## src/rtl/operand_entry_fsm.sv

```systemverilog
// operand_entry_fsm: keypad key stream -> N packed operands + op code, issued over valid/ready.
// Optional OPERAND_NEGATE_EN: key F replaces the current operand with its two's complement.
module operand_entry_fsm #(
    parameter int NUM_OPERANDS = 3,
    parameter int OPERAND_W    = 32,
    parameter int DIGIT_W      = 2,
    parameter int OP_W         = 2
) (
    input  logic                              clk,
    input  logic                              reset_n,
    input  logic [3:0]                        key,
    input  logic                              key_valid,
    output logic [NUM_OPERANDS*OPERAND_W-1:0] operands,
    output logic [OP_W-1:0]                   operation,
    output logic [2:0]                        target,
    output logic [5:0]                        digit_count,
    output logic                              cmd_valid,
    input  logic                              cmd_ready,
    input  logic                              result_done,
    output logic                              busy,
    output logic                              key_error
);
    localparam int OPERAND_DIGITS = (OPERAND_W + DIGIT_W - 1) / DIGIT_W;
    localparam int OP_DIGITS = (OP_W + DIGIT_W - 1) / DIGIT_W;
    localparam logic [2:0] OP_FIELD = 3'(NUM_OPERANDS);
    localparam logic [3:0] K_ESC = 4'hA, K_BS = 4'hB, K_CALC = 4'hD, K_ENT = 4'hE, K_NEG = 4'hF;
    // state bits are the registered cmd_valid / busy flags
    localparam logic [1:0] ENTRY = 2'b00, ISSUE = 2'b01, CALC = 2'b10;

    logic [1:0] state, state_n;
    logic [NUM_OPERANDS*OPERAND_W-1:0] operands_n;
    logic [OP_W-1:0] operation_n, ed_op;
    logic [2:0] target_n, ed_tgt;
    logic [5:0] count_n, ed_cnt, limit;
    logic [OPERAND_W-1:0] cur, ed_fld;
    logic err_n, on_op, digit_ok, ed_err, ed_wr, ed_calc;

    assign on_op    = target == OP_FIELD;
    assign limit    = on_op ? 6'(OP_DIGITS) : 6'(OPERAND_DIGITS);
    assign digit_ok = key < 4'(1 << DIGIT_W);

    always_comb begin
        cur = '0;
        for (int i = 0; i < NUM_OPERANDS; i++)
            if (target == 3'(i)) cur = operands[i*OPERAND_W +: OPERAND_W];
    end

    // Edit decode for ENTRY; CLEAR is the all-defaults case.
    always_comb begin
        ed_wr   = 1'b1;
        ed_fld  = '0;
        ed_op   = '0;
        ed_tgt  = target;
        ed_cnt  = '0;
        ed_calc = 1'b0;
        ed_err  = 1'b0;
        if (key <= 4'd9) begin
            ed_err = !digit_ok || digit_count == limit;
            ed_fld = OPERAND_W'({cur, key[DIGIT_W-1:0]});
            ed_op  = OP_W'({operation, key[DIGIT_W-1:0]});
            ed_cnt = digit_count + 6'd1;
        end else if (key == K_ENT) begin
            ed_err = digit_count == '0;
            ed_wr  = 1'b0;
            ed_tgt = on_op ? 3'd0 : target + 3'd1;
        end else if (key == K_BS) begin
            ed_err = digit_count == '0;
            ed_fld = cur >> DIGIT_W;
            ed_cnt = digit_count - 6'd1;
        end else if (key == K_CALC) begin
            ed_err  = operation == '0;
            ed_wr   = 1'b0;
            ed_cnt  = digit_count;
            ed_calc = 1'b1;
        end else if (key == K_NEG) begin
`ifdef OPERAND_NEGATE_EN
            ed_err = on_op;
            ed_fld = -cur;
            ed_cnt = digit_count;
`else
            ed_err = 1'b1;
`endif
        end
    end

    always_ff @(posedge clk or negedge reset_n) begin
        if (!reset_n) begin
            state       <= ENTRY;
            operands    <= '0;
            operation   <= '0;
            target      <= '0;
            digit_count <= '0;
            key_error   <= 1'b0;
        end else begin
            state       <= state_n;
            operands    <= operands_n;
            operation   <= operation_n;
            target      <= target_n;
            digit_count <= count_n;
            key_error   <= err_n;
        end
    end

    always_comb begin
        state_n     = state;
        operands_n  = operands;
        operation_n = operation;
        target_n    = target;
        count_n     = digit_count;
        err_n       = 1'b0;
        if (key_valid && key == K_ESC) begin
            state_n     = ENTRY;
            operands_n  = '0;
            operation_n = '0;
            target_n    = '0;
            count_n     = '0;
        end else if (state == ISSUE) begin
            err_n   = key_valid;
            state_n = cmd_ready ? CALC : ISSUE;
        end else if (state == CALC) begin
            err_n = key_valid;
            if (result_done) begin
                state_n  = ENTRY;
                target_n = '0;
                count_n  = '0;
            end
        end else if (key_valid) begin
            err_n = ed_err;
            if (!ed_err) begin
                state_n  = ed_calc ? ISSUE : ENTRY;
                target_n = ed_tgt;
                count_n  = ed_cnt;
                if (ed_wr && on_op) operation_n = ed_op;
                for (int i = 0; i < NUM_OPERANDS; i++)
                    if (ed_wr && !on_op && target == 3'(i)) operands_n[i*OPERAND_W +: OPERAND_W] = ed_fld;
            end
        end
    end

    always_comb begin
        cmd_valid = state[0];
        busy      = state[1];
    end
endmodule
```

## config.mk

```make
export PLATFORM = sky130hd
export DESIGN_NAME = operand_entry_fsm
export DESIGN_NICKNAME = d
export VERILOG_FILES = /design/src/rtl/operand_entry_fsm.sv
export SDC_FILE = /design/constraint.sdc
export NUM_CORES = 1
export LEC_CHECK = 0
export BUFFER_PORTS_ARGS = -buffer_cell sky130_fd_sc_hd__buf_2
export CORE_MARGIN = 1.5
export CORE_UTILIZATION = 24
export CTS_CLUSTER_DIAMETER = 200
export DETAILED_ROUTE_END_ITERATION = 6
export PLACE_DENSITY_LB_ADDON = 0.05
export SLEW_MARGIN = 10
export SYNTH_ARGS = -nofsm -noshare
export SYNTH_HDL_FRONTEND = slang
export SYNTH_SLANG_ARGS = --single-unit
```

## constraint.sdc

```tcl
create_clock -name clk -period 3.7 [get_ports clk]
set_clock_uncertainty 0.1 [all_clocks]
set_input_delay 0.37 -clock clk [delete_from_list [all_inputs] [get_ports clk]]
set_output_delay 0.37 -clock clk [all_outputs]
set_load 0.01 [all_outputs]
```

# ---- Yosys cells after proc, flatten, opt, wreduce, memory -nomap -nowiden
# Cells that the tools add are included.
dict set report word_totals {
  ff_bits 110
  latchBits 0
  ram_bits 0
  mem_bits_ro 0
  out_inout_bits 110
  wordCells 126
  mem_count 0
}
dict set report op_classes {
  n_addsub 3
  multipliers 0
  n_div 0
  n_lt_le_gt_ge 2
  n_eq_ne 20
  n_shift 0
  muxes 66
  n_bitwise 0
  n_reduce_logical 27
}
# operator count
set ops {}
lappend ops {{$mux W96} 5}
lappend ops {{$mux W32} 7}
lappend ops {{$mux W30} 2}
lappend ops {{$mux W6} 10}
lappend ops {{$mux W2} 14}
lappend ops {{$mux W3} 9}
lappend ops {{$reduce_and A5 Y1} 5}
lappend ops {{$eq A4 B4 Y1 const B} 5}
lappend ops {{$mux W1} 18}
lappend ops {{$reduce_bool A2 Y1} 5}
lappend ops {{$add A6 B1 Y6 const B} 1}
lappend ops {{$eq A3 B2 Y1 const B} 2}
lappend ops {{$eq A6 B5 Y1} 1}
lappend ops {{$logic_and A1 B1 Y1} 6}
lappend ops {{$logic_not A6 Y1} 1}
lappend ops {{$ne A3 B1 Y1 const B} 2}
lappend ops {{$ne A6 B4 Y1 const B} 1}
lappend ops {{$reduce_and A6 Y1} 1}
lappend ops {{$reduce_bool A3 Y1} 2}
lappend ops {{$sub A6 B1 Y6 const B} 1}
lappend ops {{$mux W5} 1}
lappend ops {{$le A4 B4 Y1 const B} 1}
lappend ops {{$lt A4 B3 Y1 const B} 1}
lappend ops {{$ne A2 B2 Y1 const B} 2}
lappend ops {{14 further kinds} 15}

# ---- Longest topological paths before layout
dict set report logic_depth {
  word_depth 13
  depth_mapped 10
}

# ---- Worst setup path after synthesis
# No wires, ideal clock.
dict set report synth_timing {
  path_type {reg-to-reg}
  startpoint {register digit_count[1]}
  endpoint {register operands[64]}
  setup_ns 0.128
  t_arrival_ns 2.222
  slack_ns 1.250
  stages_incl_launch_ff 9
  path_buffers 1
  period_less_slack_ns 2.450
  path_cell_list {dfrtp_1 clkbuf_1 inv_1 ha_1 nor2b_1 a221oi_2 o21ai_4 a21oi_4 mux2_1}
}
dict set report synth_via {
  elab_chain_cells 6
}
# item line
set synth_lines {}
lappend synth_lines {{start, declared} 16} ;# output logic [5:0] digit_count,
lappend synth_lines {{start signal, assigned} 99} ;# digit_count <= count_n;
lappend synth_lines {{$logic_not A6 Y1} {63, 67}}
lappend synth_lines {{$mux W1} 66} ;# end else if (key == K_BS) begin
lappend synth_lines {{$mux W1} 62} ;# end else if (key == K_ENT) begin
lappend synth_lines {{$mux W1 *} 57} ;# if (key <= 4'd9) begin
lappend synth_lines {{$ne A2 B1 Y1 (no source line) *} --}
lappend synth_lines {{$reduce_and A5 Y1 (no source line) *} --}
lappend synth_lines {{end signal, assigned} 96} ;# operands <= operands_n;
lappend synth_lines {{end, declared} 13} ;# output logic [NUM_OPERANDS*OPERAND_W-1:0] operands,
# Every way passes the cells marked *; elsewhere a longest branch is shown, timed or not.
# A chain may end at the register's enable or synchronous reset.

# ---- Worst setup path after layout
dict set report layout_timing {
  startpoint {register state[0]}
  endpoint {register operands[48]}
}
dict set report layout_via {
  elab_chain_cells 3
}
# item line
set layout_lines {}
lappend layout_lines {{start, declared} 30} ;# logic [1:0] state, state_n;
lappend layout_lines {{start signal, assigned} 95} ;# state <= state_n;
lappend layout_lines {{$eq A2 B2 Y1 / $eq A2 B1 Y1 (equally long branches)} {120, 117}}
lappend layout_lines {{$ne A2 B2 Y1 (no source line)} --}
lappend layout_lines {{$reduce_and A5 Y1 (no source line) *} --}
# Marks and branches as above.

==> insert_results.sql <==
INSERT INTO impl_metrics (metric_group, metric, value, unit) VALUES
('status', 'outcome', 'complete, no violations', ''),
('drt', 'detail_route.drc_violations', '0', ''),
('floorplanning', 'die_y', '161', 'µm'),
('global_routing', 'via_count_of_the_first_global_routing_pass', '5154', ''),
('timing', 'hold_viol_final', '0', ''),
('drt', 'avgViaCountPerCell', '4.82', ''),
('floorplanning', 'core-area', '24500', 'µm²'),
('drt', 'detailroute.via_count', '4862', ''),
('timing', 'slew_headroom', '38.6', '%'),
('yosys', 'synth.distinct_cells', '58', ''),
('timing', 'rsz0062_at_grt', 'no', ''),
('drt', 'initialDrtViolationCount', '248', ''),
('yosys', 'ys_warn_count', '0', ''),
('power', 'total_leakage_power', '3.21', 'nW'),
('power', 'internal_power', '3.44', 'mW'),
('setup_path', 'cp-startpoint', 'state[0]$_DFFE_PN0P_', ''),
('global_routing', 'initial_antenna_violation_count', '0', ''),
('cells_and_area', 'n_antenna_cell', '0', ''),
('clocking', 'clkTransAtPathRegs', '0.08', 'ns'),
('yosys', 'post_synth_edffs', '0', ''),
('global_routing', 'grt_max_degree', '66', ''),
('setup_path', 'setup.worst_path.end_class', 'flop', ''),
('yosys', 'ys_async_rst_share', '100', '%'),
('timing', 'worstMarginPinSlew', '0.921', 'ns'),
('yosys', 'synthesized_cell_area', '6000', 'µm²'),
('yosys', 'synth_top_cells_by_count', '110 x dfrtp_1, 101 x inv_1, 85 x mux2i_1', ''),
('cells_and_area', 'final_net_count', '700', ''),
('cells_and_area', 'final_layout_size_suffix_gt1_share', '24.4', '%'),
('timing', 'finalCriticalPeriod', '2.98', 'ns'),
('min_path', 'hold_class', 'input port to flop', ''),
('yosys', 'synth_top_cell_area_share', '45.9', '%'),
('clocking', 'clk_root_buffer_cell', 'clkbuf_16', ''),
('clocking', 'worstSkewPairLatency', '0.35', 'ns'),
('power', 'comb_power_share', '51.8', '%'),
('drt', 'antenna_left', '0', ''),
('setup_path', 'timing.critical_path.slowest_stage_cell', 'a21oi_4', ''),
('global_routing', 'groute.usage.overall', '16.4', '%'),
('setup_path', 'r2r.worst_path.cells', '8', ''),
('clocking', 'sink_count', '110', ''),
('place', 'port_buffers', '118', ''),
('timing', 'drv_slew', '0', ''),
('yosys', 'seq_area_frac_synth', '45.9', '%'),
('timing', 'timing.final.setup_violations', '0', ''),
('timing', 'max_freq', '0.335', 'GHz'),
('drt', 'routed_wl', '20700', 'µm'),
('power', 'irDropWorstVdd', '231', 'µV'),
('yosys', 'synth_most_common_cell', 'dfrtp_1', ''),
('power', 'power.share.clock', '14.3', '%'),
('clocking', 'ctsLongestPathBuffers', '2', ''),
('setup_path', 'path_class', 'flop to flop', ''),
('min_path', 'whs_path_depth', '3', ''),
('yosys', 'cell_type_with_the_largest_total_area_after_synthesis', 'dfrtp_1', ''),
('setup_path', 'critical_path.cell_chain', 'inv_1 -> ha_1 -> or3b_1 -> a31oi_2 -> a31oi_1 -> a21oi_4 -> buf_12 -> mux2i_1', ''),
('timing', 'final.setup.tns', '0', 'ns'),
('job', 'number_of_maximum_capacitance_violations', '0', ''),
('timing', 'period_share', '80.6', '%'),
('clocking', 'htree_levels', '3', ''),
('min_path', 'worstHoldStart', 'key_valid', ''),
('setup_path', 'longest_individual_stage_delay_on_the_worst_path', '0.59', 'ns'),
('drt', 'firstDrtPassIters', '4', ''),
('power', 'share_seq_of_total_power', '33.8', '%'),
('drt', 'wl_met2', '9250', 'µm'),
('power', 'power.net_switching', '3.07', 'mW'),
('drt', 'highest-signal-layer', 'met4', ''),
('setup_path', 'timing.rr.start', 'state[0]$_DFFE_PN0P_', ''),
('yosys', 'ys_top_cells_by_area', 'dfrtp_1 46%, mux2i_1 14%, inv_1 6.3%', ''),
('clocking', 'post_cts_buffers', '0', ''),
('floorplanning', 'dieArea', '26000', 'µm²'),
('clocking', 'cts.repair.resized', '0', ''),
('yosys', 'postSynthCellCount', '574', ''),
('drt', 'drt-met1-wl', '10300', 'µm');
## final timing paths
kind	slack, ns	end
max	0.72	operands[48]$_DFFE_PN0P_
min	0.25	key_error$_DFF_PN0_
max reg2reg	0.72	operands[48]$_DFFE_PN0P_
min reg2reg	0.44	operands[33]$_DFFE_PN0P_
max in group asynchronous	2.17	operands[94]$_DFFE_PN0P_
min in group asynchronous	0.50	key_error$_DFF_PN0_
## cell families (layout without fill, tap and decap cells)
group,after synthesis,count (layout),synth area share [%]
AOI/OAI and AO/OA,158,158,20.2
xor gates and xnor gates,1,1,0.146
adders and majority gates,10,10,2.08
buffers and inverters,143,254,10.4
DFF,110,110,45.9
muxes,92,92,15.7
and+or+nand+nor,60,60,5.57
## layer usage
layer,track usage (%),up-vias
met5,0,-
met4,4.71,0
met3,2.65,21
met2,25.1,141
met1,23.6,2436
li1,-,2264
## repair_timing
item                                   in CTS  in global routing
setup endpoints to repair                   0                  0
hold buffers                                1                  0
endpoints found under the hold margin       1                  0
## worst register-to-register path: cells and delay by family (launching register included)
family / cells / cell delay (ns)
muxes: 1 / 0.23
and+or+nand+nor: 1 / 0.46
DFF: 1 / 0.40
AOI/OAI and AO/OA: 3 / 1.06
buffers and inverters: 2 / 0.37
adders and majority gates: 1 / 0.30
## registers in the layout, indices dropped and copies added, names as in the netlist
signal,count
operation,2
target,3
state,2
digit_count,6
key_error,1
operands,96
## metrics by stage
step / total power, mW / instance area (µm²) / hold slack [ns] / worst slack (ns) / util [%]
global route: 7.04 / 7210 / 0.255 / 0.488 / 29.5
global placement: 5.61 / 6940 / 0.380 / 0.790 / 28.4
finish: 6.51 / 7210 / 0.247 / 0.719 / 29.5
CTS: 6.60 / 7210 / 0.226 / 0.666 / 29.5
detailed placement: 5.64 / 6940 / 0.381 / 0.672 / 28.4
floorplan: 4.17 / 6000 / -0.0256 / 1.25 / -
## cells in the final DEF, fill, tap and decap left out, drive strengths merged, types with 2 or more instances in the layout
master / synthesis / final
and4bb: 2 / 2
clkbuf: 21 / 9
mux2i: 85 / 85
a31oi: 4 / 4
inv: 101 / 102
o2bb2ai: 2 / 2
a32o: 5 / 5
nor3: 2 / 2
o22ai: 7 / 7
nor3b: 2 / 2
o31ai: 2 / 2
a221oi: 31 / 31
and2: 2 / 2
o221ai: 2 / 2
a211oi: 10 / 10
a22oi: 30 / 30
a22o: 3 / 3
dfrtp: 110 / 110
a21o: 2 / 2
ha: 10 / 10
nand2: 13 / 13
buf: 21 / 137
a2111oi: 4 / 4
o21ai: 13 / 13
nand3: 5 / 5
nand2b: 4 / 4
a21oi: 29 / 29
or3b: 3 / 3
nor2: 15 / 15
clkinv: 0 / 5
mux2: 6 / 6
nand4: 3 / 3
o21a: 2 / 2
nor2b: 5 / 5
o211ai: 4 / 4
a31o: 3 / 3
## power by group through the flow
stage / clock (mW) / combinational, mW / sequential, mW
floorplan: 0 / 1.85 / 2.32
global placement: 0 / 3.38 / 2.23
detailed placement: 0 / 3.41 / 2.23
CTS: 0.966 / 3.42 / 2.22
global route: 1.01 / 3.75 / 2.28
finish: 0.933 / 3.37 / 2.20
## area by class of cell
class	instances	area (µm²)
fillers	2553	17300
flip-flops and latches	110	2750
multi-input cells	321	2630
repair buffers	138	783
well taps	324	405
inverters	101	379
clock buffers	9	225
clock inverters	6	37.5
No activity file was read; power rests on OpenSTA's default activity.
